<file path="config.mk">
export PLATFORM = sky130hd
export DESIGN_NAME = exponent_unpack_pipe
export DESIGN_NICKNAME = d
export VERILOG_FILES = /design/src/rtl/exponent_unpack_pipe.sv
export SDC_FILE = /design/constraint.sdc
export NUM_CORES = 1
export LEC_CHECK = 0
export BUFFER_PORTS_ARGS = -buffer_cell sky130_fd_sc_hd__buf_4
export CORE_MARGIN = 4
export CORE_UTILIZATION = 45
export DETAILED_ROUTE_END_ITERATION = 16
export PLACE_DENSITY = 0.69
export SLEW_MARGIN = 20
export SYNTH_ARGS = -nofsm -noshare
export SYNTH_HDL_FRONTEND = slang
export SYNTH_SLANG_ARGS = --single-unit
</file>
<file path="constraint.sdc">
create_clock -name clk -period 3.83 [get_ports clk]
set_clock_uncertainty 0.1 [all_clocks]
set_input_delay 0.766 -clock clk [delete_from_list [all_inputs] [get_ports clk]]
set_output_delay 0.766 -clock clk [all_outputs]
set_load 0.05 [all_outputs]
</file>
<file path="src/rtl/exponent_unpack_pipe.sv">
// rtl/exponent_unpack_pipe.sv - two-stage half/single/double sign and exponent unpacker
module exponent_unpack_pipe #(
    parameter int FP_W   = 64,
    parameter int FRAC_W = 52,
    parameter int EXP_W  = 12,
    parameter int SH_W   = 6
) (
    input  logic              clk,
    input  logic              rst,
    input  logic              in_valid,
    output logic              in_ready,
    input  logic [FP_W-1:0]   in_fp,
    input  logic [1:0]        in_fmt,
    output logic              out_valid,
    input  logic              out_ready,
    output logic              s,
    output logic [EXP_W-1:0]  e,
    output logic              e_z,
    output logic              e_inf,
    output logic              is_zero,
    output logic [SH_W-1:0]   norm_sh,
    output logic              fmt_err
);

    localparam logic [1:0] FMT_SINGLE = 2'b00;
    localparam logic [1:0] FMT_HALF   = 2'b10;

    // Highest set bit wins because later loop iterations overwrite earlier ones.
    function automatic logic [SH_W-1:0] clz(input logic [FRAC_W-1:0] f);
        logic [SH_W-1:0] c;
        c = '0;
        for (int i = 0; i < FRAC_W; i++) begin
            if (f[i]) c = SH_W'(FRAC_W - 1 - i);
        end
        return c;
    endfunction

    logic              v1, v2;
    logic              adv1, adv2;
    logic              s1;
    logic [10:0]       exp1;
    logic [FRAC_W-1:0] frac1;
    logic [1:0]        fmt1;

    logic [10:0]       in_exp;
    logic [FRAC_W-1:0] in_frac;

    assign adv2      = ~v2 | out_ready;
    assign adv1      = ~v1 | adv2;
    assign in_ready  = adv1;
    assign out_valid = v2;

    // Field extraction; the reserved encoding falls through to the double layout.
    always_comb begin
        in_exp  = '0;
        in_frac = '0;
        case (in_fmt)
            FMT_SINGLE: begin
                in_exp  = {3'b000, in_fp[FP_W-2 -: 8]};
                in_frac = {in_fp[FP_W-10 -: 23], {(FRAC_W-23){1'b0}}};
            end
            FMT_HALF: begin
                in_exp  = {6'b000000, in_fp[FP_W-2 -: 5]};
                in_frac = {in_fp[FP_W-7 -: 10], {(FRAC_W-10){1'b0}}};
            end
            default: begin
                in_exp  = in_fp[FP_W-2 -: 11];
                in_frac = in_fp[FP_W-13 -: FRAC_W];
            end
        endcase
    end

    always_ff @(posedge clk) begin
        if (rst) begin
            v1    <= 1'b0;
            s1    <= 1'b0;
            exp1  <= '0;
            frac1 <= '0;
            fmt1  <= '0;
        end else if (adv1) begin
            v1 <= in_valid;
            if (in_valid) begin
                s1    <= in_fp[FP_W-1];
                exp1  <= in_exp;
                frac1 <= in_frac;
                fmt1  <= in_fmt;
            end
        end
    end

    logic             c_ez, c_einf, c_fnz;
    logic [10:0]      c_eadj;
    logic [EXP_W-1:0] c_bias, c_ub, c_e;
    logic [SH_W-1:0]  c_sh;

    always_comb begin
        c_ez   = (exp1 == 11'd0);
        c_fnz  = |frac1;
        c_eadj = {exp1[10:1], exp1[0] | c_ez};
        c_einf = 1'b0;
        c_bias = EXP_W'(1023);
        case (fmt1)
            FMT_SINGLE: begin
                c_einf = (exp1[7:0] == 8'hFF);
                c_bias = EXP_W'(127);
            end
            FMT_HALF: begin
                c_einf = (exp1[4:0] == 5'h1F);
                c_bias = EXP_W'(15);
            end
            default: c_einf = (exp1 == 11'h7FF);
        endcase
        c_ub = EXP_W'(c_eadj) - c_bias;
        c_sh = (c_ez && c_fnz) ? clz(frac1) + SH_W'(1) : '0;
        c_e  = c_ub - EXP_W'(c_sh);
    end

    always_ff @(posedge clk) begin
        if (rst) begin
            v2      <= 1'b0;
            s       <= 1'b0;
            e       <= '0;
            e_z     <= 1'b0;
            e_inf   <= 1'b0;
            is_zero <= 1'b0;
            norm_sh <= '0;
            fmt_err <= 1'b0;
        end else if (adv2) begin
            v2 <= v1;
            if (v1) begin
                s       <= s1;
                e       <= c_e;
                e_z     <= c_ez;
                e_inf   <= c_einf;
                is_zero <= c_ez & ~c_fnz;
                norm_sh <= c_sh;
                fmt_err <= (fmt1 == 2'b11);
            end
        end
    end

endmodule

</file>
Yosys cells after proc, flatten, opt, wreduce, memory -nomap -nowiden
Cells that the tools add are included.

Register bits: 91. Bits of input ports: 70. Output and inout port bits: 25. Word-level logic and storage cells: 93.

Add/subtract/negate cells: 3. Eq/ne operators: 6. Multiplexer cells: 57. Bitwise operators: 7. Reductions and logical operators: 7.

Operators by type and width (count): two-way mux 6 bit (53); one-hot mux 52 bit (2 select lines) (1); OR reduction 52 bit (1); one-hot mux 11 bit (2 select lines) (1); one-hot mux 10 bit (2 select lines) (1); subtractor 11 x 12 -> 12 bit (1); subtractor 12 x 6 -> 12 bit (1); equality test 11 bit, second input constant (1); zero test 11 bit (1); equality test 8 bit, second input constant (1); adder 6 x 1 -> 6 bit, second input constant (1); equality test 2 bit, second input constant (3); equality test 5 bit, second input constant (1); zero test 2 bit (2); AND reduction 2 bit (2); NOT 1 bit (3); OR 1 bit (3); one-hot mux 1 bit (2 select lines) (1); AND 1 bit (1); logical AND 1 bit (1).

Depth between registers and ports, before layout
Depth after elaboration: 55. Depth in mapped cells: 20. Mapped depth without buffers: 20.

Worst setup path before layout
Ideal clock, no wire load.

Kind: reg-to-reg. From: reg frac1[38]. To: reg e[9]. Setup time: 63 ps. Arrival: 3991 ps. Data required time: 3667 ps. Path slack: -324 ps. Stages on the path, launching flop included: 20. Buffers on the path: 0. Period minus slack after synthesis: 4154 ps. Path through: dfxtp_1 -> or2_0 -> a211oi_1 -> o32ai_1 -> o31a_1 -> o21ai_0 -> nor3b_1 -> ha_1 -> nand4_1 -> xnor2_1 -> nor2_1 -> fa_1 -> inv_1 -> ha_1 -> and2_1 -> a22o_1 -> o31a_1 -> o21a_1 -> or4_1 -> nand3_1.

Word-level cells in the longest chain between the ends: 17. Elaborated cells on any way between the ends: 19. Classes of those cells: add/sub (2); mux (15); reduce/logical (2).

Ends and longest elaborated chain: start, declared (RTL line 42) `logic [FRAC_W-1:0] frac1;`; start signal, assigned (RTL line 85) `frac1 <= in_frac;`; two-way mux 6 bit (14 in series) (RTL line 33) `if (f[i]) c = SH_W'(FRAC_W - 1 - i);`; adder 6 x 1 -> 6 bit (RTL line 114) `c_sh = (c_ez && c_fnz) ? clz(frac1) + SH_W'(1) : '0;`; two-way mux 6 bit (*) (RTL line 114); named net c_sh[4] (RTL line 94) `logic [SH_W-1:0] c_sh;`; subtractor 12 x 6 -> 12 bit (*) (RTL line 115) `c_e = c_ub - EXP_W'(c_sh);`; end signal, assigned (RTL line 122) `e <= '0;`; end signal, assigned (RTL line 132) `e <= c_e;`; end, declared (RTL line 17) `output logic [EXP_W-1:0] e,`.

Mark *: on every way through the listed nets, which the timed path passes. The rest lies on a longest branch. A chain may end at the register's enable or synchronous reset.

Final worst setup path
From: reg frac1[23]. To: reg e[9].

Word-level cells in the longest chain between the ends: 32. Elaborated cells on any way between the ends: 34. Classes of those cells: add/sub (2); mux (30); reduce/logical (2).

Ends and longest elaborated chain (RTL line): two-way mux 6 bit (29 in series) (33); adder 6 x 1 -> 6 bit (114); two-way mux 6 bit (*) (114); subtractor 12 x 6 -> 12 bit (*) (115).

Mark *: on every way between the ends. The rest lies on a longest branch, timed or not.

==> results.json <==
{
  "tightest_slew_ns": 0.951,
  "status": "complete, but fails checks",
  "root_buffer": "clkbuf_16",
  "cp-end-kind": "flip-flop",
  "mostFrequentLayoutCell": "buf_4",
  "cp_slowest_cell": "ha_1",
  "drt-initial-drc-count": 373,
  "async_flop_share_pct": 0,
  "via_per_inst": 5.55,
  "setup.worst_path.start_class": "flip-flop",
  "synthesis.nets": 789,
  "grt_pass1_wl_um": 25100,
  "path_class": "flip-flop to flip-flop",
  "synth_area_per_cell_um2": 7.54,
  "clockBufferDepth": 2,
  "dpl_cell_area_um2": 6640,
  "place.gp.congestion": 0.919,
  "firstDrtPassIters": 5,
  "htreeDepth": 3,
  "critPathMaxStageDelay_ns": 0.34,
  "power_density_nw_per_um2": 432,
  "maxSlewViolCount": 0,
  "die_h_um": 116,
  "grt_use_total_pct": 23.1,
  "post-place-ws_ns": -0.470,
  "max-cap-violations": 0,
  "fmax_mhz": 238,
  "synth_edf_count": 0,
  "setup_viol": 6,
  "grt_overflow": 0,
  "drt-total-wl_um": 15300,
  "ant_nets": 0,
  "yosysWarningCount": 0,
  "port_buffers": 94,
  "cts_tree": "done",
  "areaGrowthSynthToFinish_pct": 38.2,
  "grt_max_degree": 92,
  "route.detailed.drc": 0,
  "power_leakage_nw": 3.03,
  "fin_nets": 937,
  "crit_top_cell": "buf_4",
  "setup_ws_ns": -0.375,
  "postCtsHoldBufs": 0,
  "layout_common_cells": "178 x buf_4, 117 x nand2_1, 86 x dfxtp_1",
  "dieArea_um2": 13500,
  "regToRegSetupSlack_ns": -0.38,
  "clock_sinks": 91,
  "post-route-cell-area_um2": 7250,
  "syn_inst": 696,
  "floorplan.initialDensity_pct": 45.9,
  "route.vias.total": 5505,
  "maxSlewHeadroom_pct": 36.6,
  "seq_area_frac_synth_pct": 34.7,
  "rows": 39,
  "peakVddDrop_uv": 374,
  "violations": "negative setup slack",
  "crit_path_max_fanout": 3,
  "rr_startpoint": "frac1[23]",
  "antennaDiodeCount": 0,
  "min_period_over_period_pct": 110,
  "crit_path_start": "frac1[23]",
  "die_x_um": 116,
  "drive_above_1_share_pct": 30.2,
  "dp_hpwl_um": 11500,
  "cts_buffers": 9,
  "min_path_type": "flip-flop to flip-flop",
  "core_um2": 11400,
  "io_pins": 95,
  "rsz0062_at_grt": "yes",
  "cp_cell_sequence": "or2_1 > a211oi_2 > o31ai_1 > o31a_1 > buf_4 > buf_4 > a211oi_2 > buf_4 > and3b_1 > o21ai_1 > ha_1 > ha_1 > nor2_1 > a211oi_2 > o31a_1 > o21a_1 > buf_4 > o21ai_0 > nand3_2",
  "required_ns": 3.95,
  "clock_latency_ns": 0.35,
  "antenna_found_initial": 0,
  "synthDistinctLibCells": 66,
  "hold_viol": 0,
  "syn_area_um2": 5250,
  "routedWlPerCell_um": 15.4,
  "arrival_ns": 4.33,
  "grt_pass1_vias": 5328,
  "synthFlopType": "dfxtp_1",
  "synth-seq-cells": 91,
  "worstHoldStart": "norm_sh[1]",
  "clkTransAtPathRegs_ns": 0.07,
  "period_needed_ns": 4.21
}
[path summary, 6_finish.rpt]
check	endpoint	cells past startpoint
min reg2reg	norm_sh[1]	2
min	norm_sh[1]	2
max reg2reg	e[9]	19
max	e[9]	19
[cell type report]
type,count,area (um2)
multi-input combinational,531,3390
sequential,91,1830
fill,998,4170
clock buffer,9,225
timing repair buffer,181,1370
tap,143,179
inverter,30,113
clock inverter,7,140
[sequential cells by signal, indices dropped and copies added, names as in the netlist]
register / count
e_inf: 1
s1: 1
e: 12
norm_sh: 6
fmt_err: 1
frac1: 52
e_z: 1
s: 1
exp1: 11
fmt1: 2
v1: 1
is_zero: 1
out_valid: 1
[synthesized netlist by cell type, types with 3 or more instances]
cell type / instances / share of area (%)
o21bai_1: 4 / 0.57
o31ai_1: 6 / 0.86
buf_1: 6 / 0.43
nor4_2: 3 / 0.72
nand2_1: 119 / 8.5
a221oi_1: 17 / 2.8
mux2i_1: 15 / 2.9
xnor2_1: 5 / 0.83
nand4_1: 10 / 1.2
nor2_1: 49 / 3.5
inv_1: 30 / 2.1
dfxtp_1: 91 / 35
nor3b_1: 4 / 0.57
ha_1: 20 / 4.8
or4_1: 3 / 0.43
a31oi_1: 3 / 0.36
a21oi_1: 73 / 7.0
nor3_1: 26 / 2.5
nand2b_1: 8 / 0.95
nor4_1: 14 / 1.7
clkbuf_1: 36 / 2.6
a211oi_1: 11 / 1.6
nor2b_1: 10 / 1.2
o31a_1: 3 / 0.50
o21a_1: 6 / 0.86
o21ai_0: 25 / 2.4
and2_1: 3 / 0.36
fa_1: 3 / 1.1
nand3_1: 48 / 4.6
nand3b_1: 3 / 0.43
[cells by family after synthesis]
kind of cell / share of synthesized area, %
compound gates: 20.6
xor+xnor: 0.835
fa+ha+maj: 5.91
buf+inv: 5.46
flops: 34.7
mux: 3.08
simple gates: 29.4
[where the power goes]
part	total (mW)	internal, mW	leakage, nW	switching (mW)
registers	1.05	1.00	0.748	0.0498
logic	1.00	0.493	2.11	0.509
clock network	1.08	0.702	0.172	0.376
total	3.13	2.20	3.03	0.934
[repair_timing]
action / in CTS / in global routing
gates resized for setup: 15 / 28
buffers inserted: 4 / 4
setup endpoints to repair: 7 / 9
pin swaps: 10 / 20
endpoints found under the hold margin: 0 / 0
gates cloned: 0 / 0
[stage by stage]
stage	std cells	TNS (ns)	utilization, %	hold WS [ns]	power [mW]
floorplan	696	-0.131	-	0.332	1.60
global placement	969	-0.941	58.1	0.340	1.94
detailed placement	969	-1.87	58.1	0.350	1.96
CTS	989	-1.81	62.2	0.358	3.08
global route	992	-3.49	63.5	0.383	3.29
finish	992	-1.46	63.5	0.356	3.13
[layer usage]
layer	track usage (%)	part of all wire (%)	vias to the layer above
met4	7.89	2.2	0
met2	40.4	51	116
met1	27.6	43	2567
met5	0	0	-
li1	-	-	2795
met3	5.54	3.9	27
[worst max-delay path, delay by kind of cell, from the launching register on]
family | cells | cell delay (ns)
flops | 1 | 0.32
fa+ha+maj | 2 | 0.65
compound gates | 9 | 1.76
simple gates | 4 | 0.70
buf+inv | 4 | 0.55
(Power assumes the default switching activity.)
